===== src/rtl/sap_mem_defs.sv =====
// Shared definitions for the SAP memory subsystem: FSM states, request op codes and the
// default f189 strobe timing reused by the fetch sequencer.
package sap_mem_defs;

    typedef enum logic [2:0] {
        StIdle  = 3'd0,
        StSetup = 3'd1,
        StWrite = 3'd2,
        StHold  = 3'd3,
        StRead  = 3'd4,
        StResp  = 3'd5
    } state_e;

    typedef enum logic [1:0] {
        OpRead        = 2'b00,
        OpWrite       = 2'b01,
        OpWriteVerify = 2'b10,
        OpReserved    = 2'b11
    } op_e;

    localparam int unsigned F189SetupCycles = 1;
    localparam int unsigned F189PulseCycles = 2;
    localparam int unsigned F189ReadCycles  = 1;

    function automatic logic op_is_write(op_e op);
        return (op == OpWrite) || (op == OpWriteVerify);
    endfunction

    // Counter width able to hold (n - 1) for the longest timed phase.
    function automatic int unsigned phase_cnt_width(int unsigned a, int unsigned b,
                                                    int unsigned c);
        int unsigned m;
        m = (a > b) ? a : b;
        m = (m > c) ? m : c;
        return (m <= 2) ? 1 : $clog2(m);
    endfunction

endpackage


===== src/rtl/ram_programmer_if.sv =====
// Request, response and f189 RAM pin bundle for ram_programmer.
interface ram_programmer_if;

    logic       req_valid;
    logic       req_ready;
    logic [1:0] req_op;
    logic [3:0] req_addr;
    logic [3:0] req_data;

    logic [3:0] ram_a;
    logic [3:0] ram_d;
    logic       ram_cs;
    logic       ram_we;
    logic [3:0] ram_o;

    logic       rsp_valid;
    logic [3:0] rsp_data;
    logic       rsp_error;

    // Environment side: requester plus the RAM's read-data pins.
    modport master (
        output req_valid, req_op, req_addr, req_data, ram_o,
        input  req_ready, ram_a, ram_d, ram_cs, ram_we, rsp_valid, rsp_data, rsp_error
    );

    modport slave (
        input  req_valid, req_op, req_addr, req_data, ram_o,
        output req_ready, ram_a, ram_d, ram_cs, ram_we, rsp_valid, rsp_data, rsp_error
    );

endinterface


===== src/rtl/phase_counter.sv =====
// Loadable down-counter with terminal-count flag; a phase lasts (load value + 1) cycles.
module phase_counter #(
    parameter int unsigned Width = 2
) (
    input  logic             clk,
    input  logic             reset,
    input  logic             load,
    input  logic [Width-1:0] value,
    output logic             done
);

    logic [Width-1:0] count_q;

    always_ff @(posedge clk or posedge reset) begin
        if (reset) begin
            count_q <= '0;
        end else if (load) begin
            count_q <= value;
        end else if (count_q != '0) begin
            count_q <= count_q - Width'(1);
        end
    end

    assign done = (count_q == '0);

endmodule


===== src/rtl/ram_programmer.sv =====
// Write-side controller for the f189 16x4 RAM: sequences active-low cs/we with address and
// data setup/hold, and returns read or write-verify results as a one-cycle response.
module ram_programmer
    import sap_mem_defs::*;
#(
    parameter int unsigned SETUP_CYCLES = F189SetupCycles,
    parameter int unsigned PULSE_CYCLES = F189PulseCycles,
    parameter int unsigned READ_CYCLES  = F189ReadCycles,
    parameter bit          INVERT_READ  = 1'b1
) (
    input logic             clk,
    input logic             reset,
    ram_programmer_if.slave bus
);

    localparam int unsigned CntWidth = phase_cnt_width(SETUP_CYCLES, PULSE_CYCLES, READ_CYCLES);

    state_e state_q, state_d;
    op_e    op_q;
    logic [3:0] addr_q, data_q;
    logic [3:0] rsp_data_q, rsp_data_d;
    logic       rsp_error_q, rsp_error_d;
    logic       cs_q, cs_d;
    logic       we_q, we_d;

    logic                cnt_load;
    logic [CntWidth-1:0] cnt_value;
    logic                cnt_done;
    logic                accept;
    logic [3:0]          sampled;

    assign accept  = (state_q == StIdle) && bus.req_valid;
    assign sampled = INVERT_READ ? ~bus.ram_o : bus.ram_o;

    phase_counter #(
        .Width (CntWidth)
    ) u_phase_counter (
        .clk   (clk),
        .reset (reset),
        .load  (cnt_load),
        .value (cnt_value),
        .done  (cnt_done)
    );

    always_comb begin
        state_d     = state_q;
        cnt_load    = 1'b0;
        cnt_value   = '0;
        rsp_data_d  = rsp_data_q;
        rsp_error_d = rsp_error_q;

        case (state_q)
            StIdle: begin
                if (bus.req_valid) begin
                    cnt_load = 1'b1;
                    if (op_is_write(op_e'(bus.req_op))) begin
                        state_d   = StSetup;
                        cnt_value = CntWidth'(SETUP_CYCLES - 1);
                    end else begin
                        // Reserved op falls through to a plain read.
                        state_d   = StRead;
                        cnt_value = CntWidth'(READ_CYCLES - 1);
                    end
                end
            end
            StSetup: begin
                if (cnt_done) begin
                    state_d   = StWrite;
                    cnt_load  = 1'b1;
                    cnt_value = CntWidth'(PULSE_CYCLES - 1);
                end
            end
            StWrite: begin
                if (cnt_done) begin
                    state_d = StHold;
                end
            end
            StHold: begin
                if (op_q == OpWriteVerify) begin
                    state_d   = StRead;
                    cnt_load  = 1'b1;
                    cnt_value = CntWidth'(READ_CYCLES - 1);
                end else begin
                    state_d     = StResp;
                    rsp_data_d  = data_q;
                    rsp_error_d = 1'b0;
                end
            end
            StRead: begin
                if (cnt_done) begin
                    state_d     = StResp;
                    rsp_data_d  = sampled;
                    rsp_error_d = (op_q == OpWriteVerify) && (sampled != data_q);
                end
            end
            StResp: begin
                state_d = StIdle;
            end
            default: begin
                state_d = StIdle;
            end
        endcase
    end

    // Strobes are registered from the next state so they change only on clock edges.
    always_comb begin
        cs_d = !((state_d == StSetup) || (state_d == StWrite) ||
                 (state_d == StHold)  || (state_d == StRead));
        we_d = (state_d != StWrite);
    end

    always_ff @(posedge clk or posedge reset) begin
        if (reset) begin
            state_q     <= StIdle;
            op_q        <= OpRead;
            addr_q      <= '0;
            data_q      <= '0;
            rsp_data_q  <= '0;
            rsp_error_q <= 1'b0;
            cs_q        <= 1'b1;
            we_q        <= 1'b1;
        end else begin
            state_q     <= state_d;
            rsp_data_q  <= rsp_data_d;
            rsp_error_q <= rsp_error_d;
            cs_q        <= cs_d;
            we_q        <= we_d;
            if (accept) begin
                op_q   <= op_e'(bus.req_op);
                addr_q <= bus.req_addr;
                data_q <= bus.req_data;
            end
        end
    end

    assign bus.req_ready = (state_q == StIdle);
    assign bus.ram_a     = addr_q;
    assign bus.ram_d     = data_q;
    assign bus.ram_cs    = cs_q;
    assign bus.ram_we    = we_q;
    assign bus.rsp_valid = (state_q == StResp);
    assign bus.rsp_data  = rsp_data_q;
    assign bus.rsp_error = rsp_error_q;

endmodule


===== src/flat_wrapper.sv =====
// flat-port wrapper written by rule: the top's interface ports become plain ports
module ram_programmer_flat import sap_mem_defs::*;
#(
    parameter int unsigned SETUP_CYCLES = F189SetupCycles,
    parameter int unsigned PULSE_CYCLES = F189PulseCycles,
    parameter int unsigned READ_CYCLES  = F189ReadCycles,
    parameter bit          INVERT_READ  = 1'b1
)
  (clk, reset, bus_req_valid, bus_req_op, bus_req_addr, bus_req_data, bus_ram_o, bus_req_ready, bus_ram_a, bus_ram_d, bus_ram_cs, bus_ram_we, bus_rsp_valid, bus_rsp_data, bus_rsp_error);
  ram_programmer_if bus_i ();
  input logic clk;
  input logic reset;
  input wire logic [$bits(bus_i.req_valid)-1:0] bus_req_valid;
  input wire logic [$bits(bus_i.req_op)-1:0] bus_req_op;
  input wire logic [$bits(bus_i.req_addr)-1:0] bus_req_addr;
  input wire logic [$bits(bus_i.req_data)-1:0] bus_req_data;
  input wire logic [$bits(bus_i.ram_o)-1:0] bus_ram_o;
  output wire logic [$bits(bus_i.req_ready)-1:0] bus_req_ready;
  output wire logic [$bits(bus_i.ram_a)-1:0] bus_ram_a;
  output wire logic [$bits(bus_i.ram_d)-1:0] bus_ram_d;
  output wire logic [$bits(bus_i.ram_cs)-1:0] bus_ram_cs;
  output wire logic [$bits(bus_i.ram_we)-1:0] bus_ram_we;
  output wire logic [$bits(bus_i.rsp_valid)-1:0] bus_rsp_valid;
  output wire logic [$bits(bus_i.rsp_data)-1:0] bus_rsp_data;
  output wire logic [$bits(bus_i.rsp_error)-1:0] bus_rsp_error;
  assign bus_i.req_valid = bus_req_valid;
  assign bus_i.req_op = bus_req_op;
  assign bus_i.req_addr = bus_req_addr;
  assign bus_i.req_data = bus_req_data;
  assign bus_i.ram_o = bus_ram_o;
  assign bus_req_ready = bus_i.req_ready;
  assign bus_ram_a = bus_i.ram_a;
  assign bus_ram_d = bus_i.ram_d;
  assign bus_ram_cs = bus_i.ram_cs;
  assign bus_ram_we = bus_i.ram_we;
  assign bus_rsp_valid = bus_i.rsp_valid;
  assign bus_rsp_data = bus_i.rsp_data;
  assign bus_rsp_error = bus_i.rsp_error;
  ram_programmer #(.SETUP_CYCLES(SETUP_CYCLES), .PULSE_CYCLES(PULSE_CYCLES), .READ_CYCLES(READ_CYCLES), .INVERT_READ(INVERT_READ)) u_core (.clk(clk), .reset(reset), .bus(bus_i));
endmodule

===== config.mk =====
export PLATFORM = sky130hd
export DESIGN_NAME = ram_programmer_flat
export DESIGN_NICKNAME = d
export VERILOG_FILES = /design/src/rtl/sap_mem_defs.sv /design/src/rtl/ram_programmer_if.sv /design/src/rtl/phase_counter.sv /design/src/rtl/ram_programmer.sv /design/src/flat_wrapper.sv
export SDC_FILE = /design/constraint.sdc
export NUM_CORES = 1
export LEC_CHECK = 0
export BUFFER_PORTS_ARGS = -buffer_cell sky130_fd_sc_hd__buf_2
export CORE_MARGIN = 2
export CORE_UTILIZATION = 40
export CTS_CLUSTER_DIAMETER = 80
export DETAILED_ROUTE_END_ITERATION = 16
export GPL_TIMING_DRIVEN = 0
export PLACE_DENSITY = 0.63
export SYNTH_ARGS = -nofsm -noshare
export SYNTH_HDL_FRONTEND = slang
export SYNTH_SLANG_ARGS = --single-unit

===== constraint.sdc =====
create_clock -name clk -period 2.15 [get_ports clk]
set_clock_uncertainty 0.15 [all_clocks]
set_input_delay 0.215 -clock clk [delete_from_list [all_inputs] [get_ports clk]]
set_output_delay 0.215 -clock clk [all_outputs]
set_load 0.1 [all_outputs]

* After elaboration in Yosys (flattened, before gate mapping) *
Cells that the tools add are included.

word-level totals
  flip-flop bits (word level) = 21
  output and inout port bits = 17

cells by class
  equality and inequality tests = 16
  add/sub/neg operators = 1
  muxes and demuxes = 20
  bitwise operators = 1
  reduce and logical (&&, ||, !) cells = 10

operators with widths
  operator                                                                  number
  3-bit 2-to-1 mux                                                          5
  3-bit one-hot mux with 5 select lines                                     1
  3-bit by 2-bit == test with 1-bit output (second input constant)          4
  3-bit == test (second input constant)                                     3
  1-bit 2-to-1 mux                                                          9
  4-bit 2-to-1 mux                                                          2
  4-bit one-hot mux with 2 select lines                                     1
  3-bit by 1-bit == test with 1-bit output (second input constant)          2
  2-bit == test (second input constant)                                     2
  1-bit logical OR                                                          4
  2-bit inequality test (second input constant)                             2
  4-bit inequality test                                                     1
  4-bit NOT                                                                 1
  3-bit zero test                                                           1
  3-bit by 2-bit inequality test with 1-bit output (second input constant)  1
  1-bit one-hot mux with 3 select lines                                     1
  3-bit AND reduction                                                       1
  2-bit by 1-bit == test with 1-bit output (second input constant)          1
  1-bit logical AND                                                         2
  1-bit one-hot mux with 2 select lines                                     1
  2-bit nonzero test                                                        1
  1-bit zero test                                                           1
  1-bit subtractor (second input constant)                                  1

* Depth between registers and ports, before layout *
  word-level depth = 10
  mapped depth = 6
  gate-level depth less buffers = 4

* By module *
From an unflattened synthesis, not the netlist that was laid out.

unflattened totals
  cell total of the unflattened synthesis = 81
  area total of the unflattened synthesis = 1018.5 um^2

modules (own cells, without submodules)
  module          area each (um^2)  sequential area each (um^2)  cells an instance  instances
  ram_programmer  979.7             503.0                        77                 1
  phase_counter   38.8              25.0                         4                  1

* Worst setup path after synthesis *
No wires, ideal clock.

  path type = reg-to-reg
  start = register u_core.state_q[1]
  end = register u_core.data_q[1], in the netlist u_core.bus.ram_d[1]
  path buffers = 2
  slack = -1.550 ns
  arrival time = 3.425 ns
  library setup time = 0.126 ns
  data required time = 1.874 ns
  cell stages (with the launch flop) = 6
  cells stage by stage = dfrtp_1 buf_4 nor3_1 and2_1 buf_4 mux2_2

on the way
  cells in the longest elaborated chain, start to end = 2

RTL lines
  what                      RTL line               RTL
  start: declaration        ram_programmer.sv:18   state_e state_q, state_d;
  start signal: assignment  ram_programmer.sv:114  state_q <= StIdle;
  start signal: assignment  ram_programmer.sv:123  state_q <= state_d;
  3-bit zero test           n/a
  net bus_req_ready         flat_wrapper.sv:18     output wire logic [$bits(bus_i.req_ready)-1:0] bus_req_ready;
  1-bit logical AND         ram_programmer.sv:32   assign accept = (state_q == StIdle) && bus.req_valid;
  end signal: assignment    ram_programmer.sv:131  data_q <= bus.req_data;
  end: declaration          ram_programmer.sv:20   logic [3:0] addr_q, data_q;

The timed path passes the listed nets, and every way through them passes these cells.
A chain may end at the register's enable or synchronous reset.

* Worst setup path after layout *
  start = register u_core.state_q[1]
  end = output bus_rsp_valid

on the way
  cells in the longest elaborated chain, start to end = 1

RTL lines
  what              RTL line               RTL
  3-bit == test     ram_programmer.sv:141  assign bus.rsp_valid = (state_q == StResp);
  end: declaration  flat_wrapper.sv:23     output wire logic [$bits(bus_i.rsp_valid)-1:0] bus_rsp_valid;

Every way passes these cells.

==> impl_metrics.tcl <==
set metrics [dict create \
    status "finished clean" \
    grt_pass1_wl_mm 3.20 \
    path_class "register to primary output" \
    wl_mm 1.88 \
    worst_path_max_delay_cell "buf_2" \
    area_growth_pct 33.9 \
    final.fill_count 215 \
    relSlewSlack_pct 48.9 \
    path_cells "buf_4 -> nor3b_2 -> buf_2" \
    grt_overflow 0 \
    drv_slew 0 \
    worstPathRequired_ns 1.78 \
    placed_cell_area_mm2 0.00123 \
    final_common_cell "buf_2" \
    synth_cells 81 \
    io_pins 34 \
    initial_core_util_pct 41.3 \
    drive_gt1_share_pct 51.2 \
    drtIter0Drc 3 \
    core.rowCount 18 \
    antenna_found_initial 0 \
    dieArea_mm2 0.00293 \
    synth_seq_cells 21 \
    portBuffers 33 \
    fin_ws_ns 0.318 \
    grt_max_degree 22 \
    stdcell_area_mm2 0.00134 \
    synth.yosys.warnings 0 \
    num_vias 736 \
    setup_viol 0 \
    cts.repair.resized 0 \
    drv_cap 0 \
    crit_arrival_ns 1.47 \
    cts_max_level 1 \
    cp_max_fo 9 \
    dr.pass1.iters 4 \
    clk_transition_reported_paths_ns 0.13 \
    hp-class "input port to register" \
    worstMarginPinSlew_ns 0.765 \
    cts_buffer_depth 2 \
    post_synth.cell_area_avg_um2 12.4 \
    gp_congestion 0.835 \
    final_hold_viol_count 0 \
    fin_nets 145 \
    post-route-period-util_pct 85.2 \
    hpwl_mm 1.41 \
    fp.dieH_um 54.1 \
    antenna_left 0 \
    path_buf_inv 2 \
    n_antenna_cell 0 \
    period_needed_ns 1.83 \
    max_stage_delay_ns 0.44 \
    syn_area_mm2 0.00100 \
    cts_root_buf "clkbuf_4" \
    clock_sinks 21 \
    grtUsageTotal_pct 15.6 \
    finalSetupTns_ns 0 \
    endpoint_kind "primary output" \
    grt_pass1_vias 704 \
    fin_util_pct 55.2 \
    pre_cts_ws_ns 0.438 \
    final_cell_mix "buf_2 (33), dfrtp_1 (19), mux2_2 (14)" \
    rsz0062_at_grt "no" \
    clk_latency_ns 0.31 \
    coreArea_mm2 0.00243 \
    holdBufCountCts 9 \
    cts_buffers 3 \
    avgViaCountPerCell 4.69 \
    cts_tree "built" \
    routedWlPerCell_um 12.0 \
    max_freq_ghz 0.546 \
    start_kind "register" \
    die_x_um 54.1 \
    seq_area_frac_synth_pct 52.6 \
    cp_top_family "buffers and inverters" \
    synth_cell_types 29 \
    drc 0 \
    synth_fp_nets 98 \
    post_cts_buffers 0 \
]
## through the flow
stage / instances / hold slack (ns)
6_report: 157 / 0.00988
5_1_grt: 157 / 0.0119
4_1_cts: 157 / 0.00462
3_5_place_dp: 144 / 0.258
3_3_place_gp: 144 / 0.248
2_1_floorplan: 81 / 0.0400
## per-layer routing
metal | track usage (%) | share of wire (%)
met1 | 20.5 | 46
met2 | 24.4 | 48
met3 | 3.33 | 3.6
met4 | 7.50 | 1.9
met5 | 0 | 0
## state kept, by name, summed over array words and instances, names as in the netlist
register and count:
u_core.u_phase_counter.count_q 1, u_core.bus.ram_cs 1, u_core.bus.rsp_data 4, u_core.state_q 3
u_core.bus.rsp_error 1, u_core.bus.ram_a 4, u_core.bus.ram_d 4, u_core.op_q 2
u_core.bus.ram_we 1
## cells by family after synthesis
logic type	after synthesis	share of synthesized area, %
AO/OA/AOI/OAI	10	6.61
XOR/XNOR	5	4.36
buffers and inverters	7	5.61
flip-flops	21	52.6
multiplexers	15	16.7
AND/OR/NAND/NOR	23	14.1
## path summary, 6_finish.rpt
path / startpoint / to / slack [ns] / depth (start not counted)
worst min-delay path: bus_req_op[1] / u_core.op_q[1] / 0.01 / 2
worst max register to register: u_core.state_q[1] / u_core.bus.rsp_data[1] / 0.40 / 6
max in group asynchronous: reset / u_core.bus.rsp_data[2] / 0.95 / 3
min in group asynchronous: reset / u_core.op_q[1] / 0.41 / 3
worst max-delay path: u_core.state_q[1] / bus_rsp_valid / 0.32 / 3
worst min register to register: u_core.bus.rsp_data[1] / u_core.bus.rsp_data[1] / 0.36 / 1
## Yosys cell counts
cell | n | area (µm²)
a21o_1 | 1 | 7.51
a21oi_2 | 1 | 8.76
a221o_1 | 1 | 10.0
and2_1 | 1 | 6.26
and2b_2 | 1 | 8.76
buf_4 | 2 | 15.0
buf_6 | 3 | 33.8
dfrtp_1 | 19 | 475
dfstp_2 | 2 | 52.6
inv_1 | 2 | 7.51
mux2_2 | 14 | 158
mux2i_1 | 1 | 10.0
nand2_1 | 6 | 22.5
nand2b_1 | 2 | 12.5
nand4b_1 | 1 | 8.76
nor2_1 | 4 | 15.0
nor2_4 | 1 | 11.3
nor3_1 | 2 | 10.0
nor3b_1 | 1 | 7.51
nor4_1 | 1 | 6.26
nor4_2 | 1 | 12.5
nor4b_1 | 1 | 8.76
o21a_1 | 1 | 7.51
o21ai_0 | 1 | 5.00
o21ai_1 | 4 | 20.0
o31ai_1 | 1 | 7.51
or3b_4 | 1 | 11.3
xnor2_1 | 4 | 35.0
xor2_1 | 1 | 8.76
## layout make-up
type / count / area, µm² / area share [%]
buffer: 5 / 52.6 / 3.91
clock buffer: 3 / 22.5 / 1.68
clock inverter: 1 / 5.00 / 0.372
inverter: 2 / 7.51 / 0.559
multi-input combinational: 53 / 435 / 32.4
sequential: 21 / 528 / 39.3
tap: 30 / 37.5 / 2.79
timing repair buffer: 42 / 255 / 19.0
Power is not shown: default switching activity piles up to over one toggle a cycle in this logic, so the estimate is an artifact.
